==> config.mk <==
export PLATFORM = sky130hd
export DESIGN_NAME = parking_input_frontend
export DESIGN_NICKNAME = d
export VERILOG_FILES = /design/src/rtl/parking_pkg.sv /design/src/rtl/sensor_debounce.sv /design/src/rtl/parking_input_frontend.sv
export SDC_FILE = /design/constraint.sdc
export NUM_CORES = 1
export LEC_CHECK = 0
export BUFFER_PORTS_ARGS = -buffer_cell sky130_fd_sc_hd__buf_4
export CAP_MARGIN = 30
export CORE_MARGIN = 8
export CORE_UTILIZATION = 48
export DETAILED_ROUTE_END_ITERATION = 8
export PLACE_DENSITY_LB_ADDON = 0.3
export SLEW_MARGIN = 20
export SYNTH_ARGS = -nofsm -noshare
export SYNTH_HDL_FRONTEND = slang
export SYNTH_SLANG_ARGS = --single-unit
export TNS_END_PERCENT = 5
==> constraint.sdc <==
create_clock -name clk -period 1.43 [get_ports clk]
set_clock_uncertainty 0.1 [all_clocks]
set_input_delay 0.143 -clock clk [delete_from_list [all_inputs] [get_ports clk]]
set_output_delay 0.143 -clock clk [all_outputs]
set_load 0.005 [all_outputs]
==> src/rtl/parking_pkg.sv <==
// rtl/parking_pkg.sv - shared capture states, digit width and default timing constants
package parking_pkg;

  localparam int DIGIT_W                 = 2;
  localparam int DEFAULT_DEBOUNCE_CYCLES = 16;
  localparam int DEFAULT_TIMEOUT_CYCLES  = 1024;

  typedef enum logic [1:0] {
    IDLE,
    WAIT_D1,
    WAIT_D2,
    HOLD
  } capture_state_t;

endpackage

==> src/rtl/sensor_debounce.sv <==
// rtl/sensor_debounce.sv - two-flop synchronizer plus consecutive-disagreement counter
module sensor_debounce
  import parking_pkg::*;
#(
  parameter int DEBOUNCE_CYCLES = DEFAULT_DEBOUNCE_CYCLES
) (
  input  logic clk,
  input  logic reset,
  input  logic i_raw,
  output logic o_level
);

  localparam int CNT_W = $clog2(DEBOUNCE_CYCLES + 1);
  localparam logic [CNT_W-1:0] CNT_LAST = CNT_W'(DEBOUNCE_CYCLES - 1);

  logic [1:0]       r_sync;
  logic [CNT_W-1:0] r_cnt;
  logic             r_level;

  // The flip happens on the edge that completes the Nth disagreeing sample,
  // so the counter is recycled to zero there instead of ever passing N.
  always_ff @(posedge clk) begin
    if (reset) begin
      r_sync  <= '0;
      r_cnt   <= '0;
      r_level <= 1'b0;
    end else begin
      r_sync <= {r_sync[0], i_raw};
      if (r_sync[1] == r_level) begin
        r_cnt <= '0;
      end else if (r_cnt == CNT_LAST) begin
        r_cnt   <= '0;
        r_level <= ~r_level;
      end else begin
        r_cnt <= r_cnt + CNT_W'(1);
      end
    end
  end

  assign o_level = r_level;

endmodule

==> src/rtl/parking_input_frontend.sv <==
// rtl/parking_input_frontend.sv - sensor debounce and two-digit keypad capture for the gate controller
// Optional entry timeout enabled by PARKING_FRONTEND_TIMEOUT_EN.
module parking_input_frontend
  import parking_pkg::*;
#(
  parameter int DEBOUNCE_CYCLES = DEFAULT_DEBOUNCE_CYCLES,
  parameter int TIMEOUT_CYCLES  = DEFAULT_TIMEOUT_CYCLES
) (
  input  logic               clk,
  input  logic               reset,
  input  logic               raw_entrance,
  input  logic               raw_exit,
  input  logic               key_valid,
  input  logic [DIGIT_W-1:0] key_digit,
  input  logic               key_clear,
  output logic               sensor_entrance,
  output logic               sensor_exit,
  output logic [DIGIT_W-1:0] password_1,
  output logic [DIGIT_W-1:0] password_2,
  output logic               password_valid,
  output logic               entry_timeout
);

  logic w_ent;
  logic w_ext;
  logic r_ent_prev;
  logic r_ext_prev;
  logic w_ent_rise;
  logic w_ext_rise;

  capture_state_t     r_state;
  capture_state_t     w_next;
  logic [DIGIT_W-1:0] r_pw1;
  logic [DIGIT_W-1:0] r_pw2;
  logic [DIGIT_W-1:0] w_pw1;
  logic [DIGIT_W-1:0] w_pw2;
  logic               w_timeout;
  logic               r_timeout;

  sensor_debounce #(.DEBOUNCE_CYCLES(DEBOUNCE_CYCLES)) u_deb_entrance (
    .clk     (clk),
    .reset   (reset),
    .i_raw   (raw_entrance),
    .o_level (w_ent)
  );

  sensor_debounce #(.DEBOUNCE_CYCLES(DEBOUNCE_CYCLES)) u_deb_exit (
    .clk     (clk),
    .reset   (reset),
    .i_raw   (raw_exit),
    .o_level (w_ext)
  );

  assign w_ent_rise = w_ent & ~r_ent_prev;
  assign w_ext_rise = w_ext & ~r_ext_prev;

`ifdef PARKING_FRONTEND_TIMEOUT_EN
  localparam int TCNT_W = $clog2(TIMEOUT_CYCLES);

  logic [TCNT_W-1:0] r_tcnt;
  logic              w_waiting;

  assign w_waiting = (r_state == WAIT_D1) || (r_state == WAIT_D2);
  // A digit or clear arriving on the last allowed cycle takes precedence.
  assign w_timeout = w_waiting && !key_clear && !key_valid &&
                     (r_tcnt == TCNT_W'(TIMEOUT_CYCLES - 1));

  always_ff @(posedge clk) begin
    if (reset) begin
      r_tcnt <= '0;
    end else if (w_waiting && (w_next == r_state)) begin
      r_tcnt <= r_tcnt + TCNT_W'(1);
    end else begin
      r_tcnt <= '0;
    end
  end
`else
  logic w_unused_timeout;

  assign w_unused_timeout = |TIMEOUT_CYCLES;
  assign w_timeout        = 1'b0;
`endif

  always_comb begin
    w_next = r_state;
    w_pw1  = r_pw1;
    w_pw2  = r_pw2;
    if ((r_state != IDLE) && (key_clear || w_timeout)) begin
      w_next = IDLE;
      w_pw1  = '0;
      w_pw2  = '0;
    end else begin
      case (r_state)
        IDLE: begin
          if (w_ent_rise) w_next = WAIT_D1;
        end
        WAIT_D1: begin
          if (key_valid) begin
            w_pw1  = key_digit;
            w_next = WAIT_D2;
          end
        end
        WAIT_D2: begin
          if (key_valid) begin
            w_pw2  = key_digit;
            w_next = HOLD;
          end
        end
        HOLD: begin
          if (w_ext_rise) begin
            w_next = IDLE;
            w_pw1  = '0;
            w_pw2  = '0;
          end
        end
        default: begin
          w_next = IDLE;
          w_pw1  = '0;
          w_pw2  = '0;
        end
      endcase
    end
  end

  always_ff @(posedge clk) begin
    if (reset) begin
      r_state    <= IDLE;
      r_pw1      <= '0;
      r_pw2      <= '0;
      r_timeout  <= 1'b0;
      r_ent_prev <= 1'b0;
      r_ext_prev <= 1'b0;
    end else begin
      r_state    <= w_next;
      r_pw1      <= w_pw1;
      r_pw2      <= w_pw2;
      r_timeout  <= w_timeout;
      r_ent_prev <= w_ent;
      r_ext_prev <= w_ext;
    end
  end

  assign sensor_entrance = w_ent;
  assign sensor_exit     = w_ext;
  assign password_1      = r_pw1;
  assign password_2      = r_pw2;
  assign password_valid  = (r_state == HOLD);
  assign entry_timeout   = r_timeout;

endmodule
==> results.md <==
- The flow ran to the end, but the final reports show violations.
- The final reports fail on negative setup slack.
- The routed length on met2 is 1220 um.
- The clock latency on the worst-skew pair is 0.31 ns.
- The signal on the critical path passes through inv_4 -> buf_4 -> buf_4 -> ha_1 -> a211oi_2 -> a211oi_2.
- The routed via count is 818.
- In this run, synthesis produced a sequential element count of 24.
- The critical path start-end classification is reg2reg.
- The final count of pins violating max slew is 0.
- The time the final worst path needs with I/O delays and setup is 1.49 ns.
- By area the synthesized netlist is led by dfxtp_1, ha_1, nor2_1.
- The clock network is responsible for 18.5% of the overall power.
- The clock passes through at most 2 buffers.
- The worst min-delay path category is in2reg.
- The analysis attributes to cell leakage a power of 0.592 nW.
- The share of total power in sequential cells is 48.6%.
- The die is 62.2 um wide.
- In the routed design, unresolved DRC markers number 0.
- The area growth from synthesis to layout is 49.6%.
- The number of filler cells placed in the layout is 127.
- The clock tree from TritonCTS is yes.
- The initial antenna violation count came to 0.
- In the post-route analysis, the smallest setup slack over all paths is -0.0559 ns.
- The mean cell area of the mapped netlist is 9.95 um2.
- The number of unique standard cell types used by synthesis is 26.
- The register-to-register setup slack is -0.06 ns.
- The critical path capture point type is a register.
- The arrival time at the worst endpoint is 1.58 ns.
- The highest cell delay on the worst timing path is 0.41 ns.
- The share of the yosys chip area belonging to registers is 46.9%.
- The clock-pin slew of the registers on the worst-case setup and hold paths is 0.12 ns.
- The first global-routing pass estimated 3760 um of wire.
- The final estimated routing congestion in global placement is 0.828.
- The required time at the worst-slack endpoint is 1.53 ns.
- The internal power component is 1.08 mW.
- The final HPWL from detailed placement is 1510 um.
- Power spread over the standard cell area amounts to 1010 nW/um2.
- The cell taking the most area after synthesis is dfxtp_1.
- For this run, the share of the core covered by cells in the final layout is 77.3%.
- The final cell count without fillers is 167.
- In this run the cell area of the synthesized design comes to 1020 um2.
- The number of global-route vias before repair came to 860.
- The final critical path takes up 104% of the cycle.
- The final wirelength is 2360 um.
- Across all hold checks on the routed design, the worst slack comes to 0.0192 ns.
- The root buffer cell chosen for the clock tree is clkbuf_4.
- The met3 routed wirelength is 106 um.
- The count of buffering cells on the critical path with inverters included is 3.
- TritonCTS created 3 clock buffers.
- Entering global routing, the biggest net connects 13 pins.
- In this run the tool buffered the top-level ports with 14 buffer cells.
- The cell with the largest stage delay on the worst path is dfxtp_4.
- After global routing the overflow that remains totals 0.
- In this run the vertical extent of the chip is 62.2 um.
- Counting every instance in the synthesized netlist gives 103.
- The first-iteration detailed-routing DRC count is 14.
- Setup violations remaining at the end of the flow were counted as 14.
- Setup repair after global routing could not meet its margin everywhere.
- The number of H-tree levels is 1.
- Among cell families on the critical path, the largest total delay comes from flip-flops.
- Combinational cells account for 32.9% of the total power.
- The number of nets in the synthesized netlist is 120.
- Summed over all nets, the switching power comes to 0.460 mW.
- Static timing analysis puts the maximum clock frequency at 673 MHz.
- The count of max-cap constraint violations is 0.
- The highest metal layer carrying signal wires in the routed design is met4.
- The number of antenna diodes in the final layout is 0.
- Net switching is 29.8% of the power.
- For this configuration, the core starts out at a cell density of 51.7%.
- After floorplanning, the core was divided into 16 placement rows.
- The die covers 3870 um2.
- The total area inside the core boundary comes to 1980 um2.
- For this run, the post-layout net count is 159.
- The critical path launch point type is a register.
- The total number of clock tree sinks is 24.
- The detail route stage leaves a number of antenna-violating nets equal to 0.
- The number of search-and-repair iterations in the first detailed-routing pass is 4.
- The Yosys step of the flow raised 0 warnings.
- Summed over its instances, the top area cell type makes up 46.9% of the synthesized netlist area.
- The number of placed instances, taps included, is 155.
- The worst vdd rail ir drop is 0.000901 V.
- In this run the worst path has a maximum fanout of 3.
- The share of post-route cells with drive strength above 1 is 46.4%.
- The met1 wire length is 958 um.
- After detailed routing, the number of vias per cell comes to 4.90.
- The I/O pin count is 16.
- The routed wire length per instance is 14.1 um.
- The count of endpoints failing hold in the final timing report is 0.
- Global routing consumed, over all layers together, 11.9% of the routing resources.
==> synth_stat cells (all sizes together) <==
library cell  instances
dfxtp                24
nor2                 18
nor2b                10
ha                    9
inv                   7
mux2i                 6
a211oi                4
a21oi                 4
xnor2                 4
and3                  2
nand2b                2
nand3                 2
or3                   2
xor2                  2
a211o                 1
a21o                  1
buf                   1
clkbuf                1
conb                  1
nand2                 1
nand4                 1
==> final timing paths <==
check,startpoint,end,cells past startpoint
worst max-delay path,r_state[0]$_SDFFE_PP0P_,r_state[0]$_SDFFE_PP0P_,6
worst min-delay path,key_clear,r_state[1]$_SDFFE_PP0P_,4
worst max register to register,r_state[0]$_SDFFE_PP0P_,r_state[0]$_SDFFE_PP0P_,6
worst min register to register,u_deb_exit.r_sync[0]$_SDFF_PP0_,u_deb_exit.r_sync[1]$_SDFF_PP0_,1
==> metal layers <==
layer / vias up / GRT usage, %
met3: 6 / 3.58
met5: - / 0
met4: 0 / 8.16
met1: 385 / 11.0
li1: 407 / -
met2: 20 / 22.0
==> final cells by class <==
cell class	instances	area, um2	area share [%]
multi-input combinational	70	656	42.8
sequential	24	493	32.2
timing repair buffer	36	299	19.5
tap	27	33.8	2.20
inverter	7	28.8	1.88
clock buffer	3	22.5	1.47
==> through the flow <==
stage	power (mW)	worst slack (ns)	instance area [um2]	setup TNS [ns]
2_1_floorplan	0.929	-0.0330	1040	-0.196
3_3_place_gp	1.04	-0.0649	1270	-0.518
3_5_place_dp	1.06	-0.221	1270	-1.36
4_1_cts	1.46	-0.0697	1470	-0.506
5_1_grt	1.62	-0.121	1530	-1.21
6_report	1.54	-0.0559	1530	-0.375
==> power by group through the flow <==
stage	Combinational [mW]	Clock (mW)	Sequential, mW
6_report	0.508	0.286	0.751
5_1_grt	0.541	0.319	0.757
4_1_cts	0.439	0.285	0.731
3_5_place_dp	0.315	0	0.745
3_3_place_gp	0.300	0	0.740
2_1_floorplan	0.188	0	0.741
==> kinds of logic (layout without fill, tap and decap cells) <==
kind of cell / after synthesis / after routing / share of synthesized area (%)
muxes: 6 / 6 / 5.86
buffers and inverters: 9 / 46 / 3.66
xor gates and xnor gates: 6 / 6 / 5.13
DFF: 24 / 24 / 46.9
and+or+nand+nor: 38 / 38 / 19.3
other: 1 / 1 / 0.366
AOI/OAI and AO/OA: 10 / 10 / 7.81
adders and majority gates: 9 / 9 / 11.0
==> worst min-delay path: stages <==
cell	delay (ns)
buf_4	0.09
a21oi_1	0.06
nand4_1	0.08
nand2_1	0.05
==> cells in the final DEF (no fill, tap or decap) <==
cell and n:
buf_4 29, dfxtp_1 18, nor2_1 16, nor2b_1 7, ha_4 7, mux2i_1 6, inv_1 5, dlygate4sd3_1 5
xnor2_1 4, dfxtp_2 4, clkbuf_4 3, nor2b_4 2, a21oi_2 2, a211oi_2 2, a21oi_1 2, a211oi_4 2
or3_4 2, nand3_1 2, xor2_1 2, nor2_2 2, dfxtp_4 2, and3_4 1, inv_2 1, inv_4 1
and3_1 1, nand2b_2 1, nand2b_1 1, a21o_1 1, nor2b_2 1, a211o_1 1, nand4_1 1, nand2_1 1
ha_1 1, ha_2 1, conb_1 1, buf_12 1, buf_6 1
==> registers in the layout (all words and copies together) (netlist names) <==
register                cells
password_1                  2
r_ext_prev                  1
u_deb_entrance.r_cnt        5
r_ent_prev                  1
u_deb_entrance.o_level      1
u_deb_exit.r_cnt            5
u_deb_exit.r_sync           2
r_state                     2
u_deb_entrance.r_sync       2
password_2                  2
u_deb_exit.o_level          1
==> timing repair <==
action                                  in CTS  in global routing
endpoints found under the hold margin        6                  0
endpoints found under the setup margin      17                 18
setup buffers                                3                  1
resized for setup                           23                 13
hold buffers                                 5                  0
cloned                                       0                  0
pin swaps                                    8                  5
Note: power is estimated with default switching activity, not from simulation.
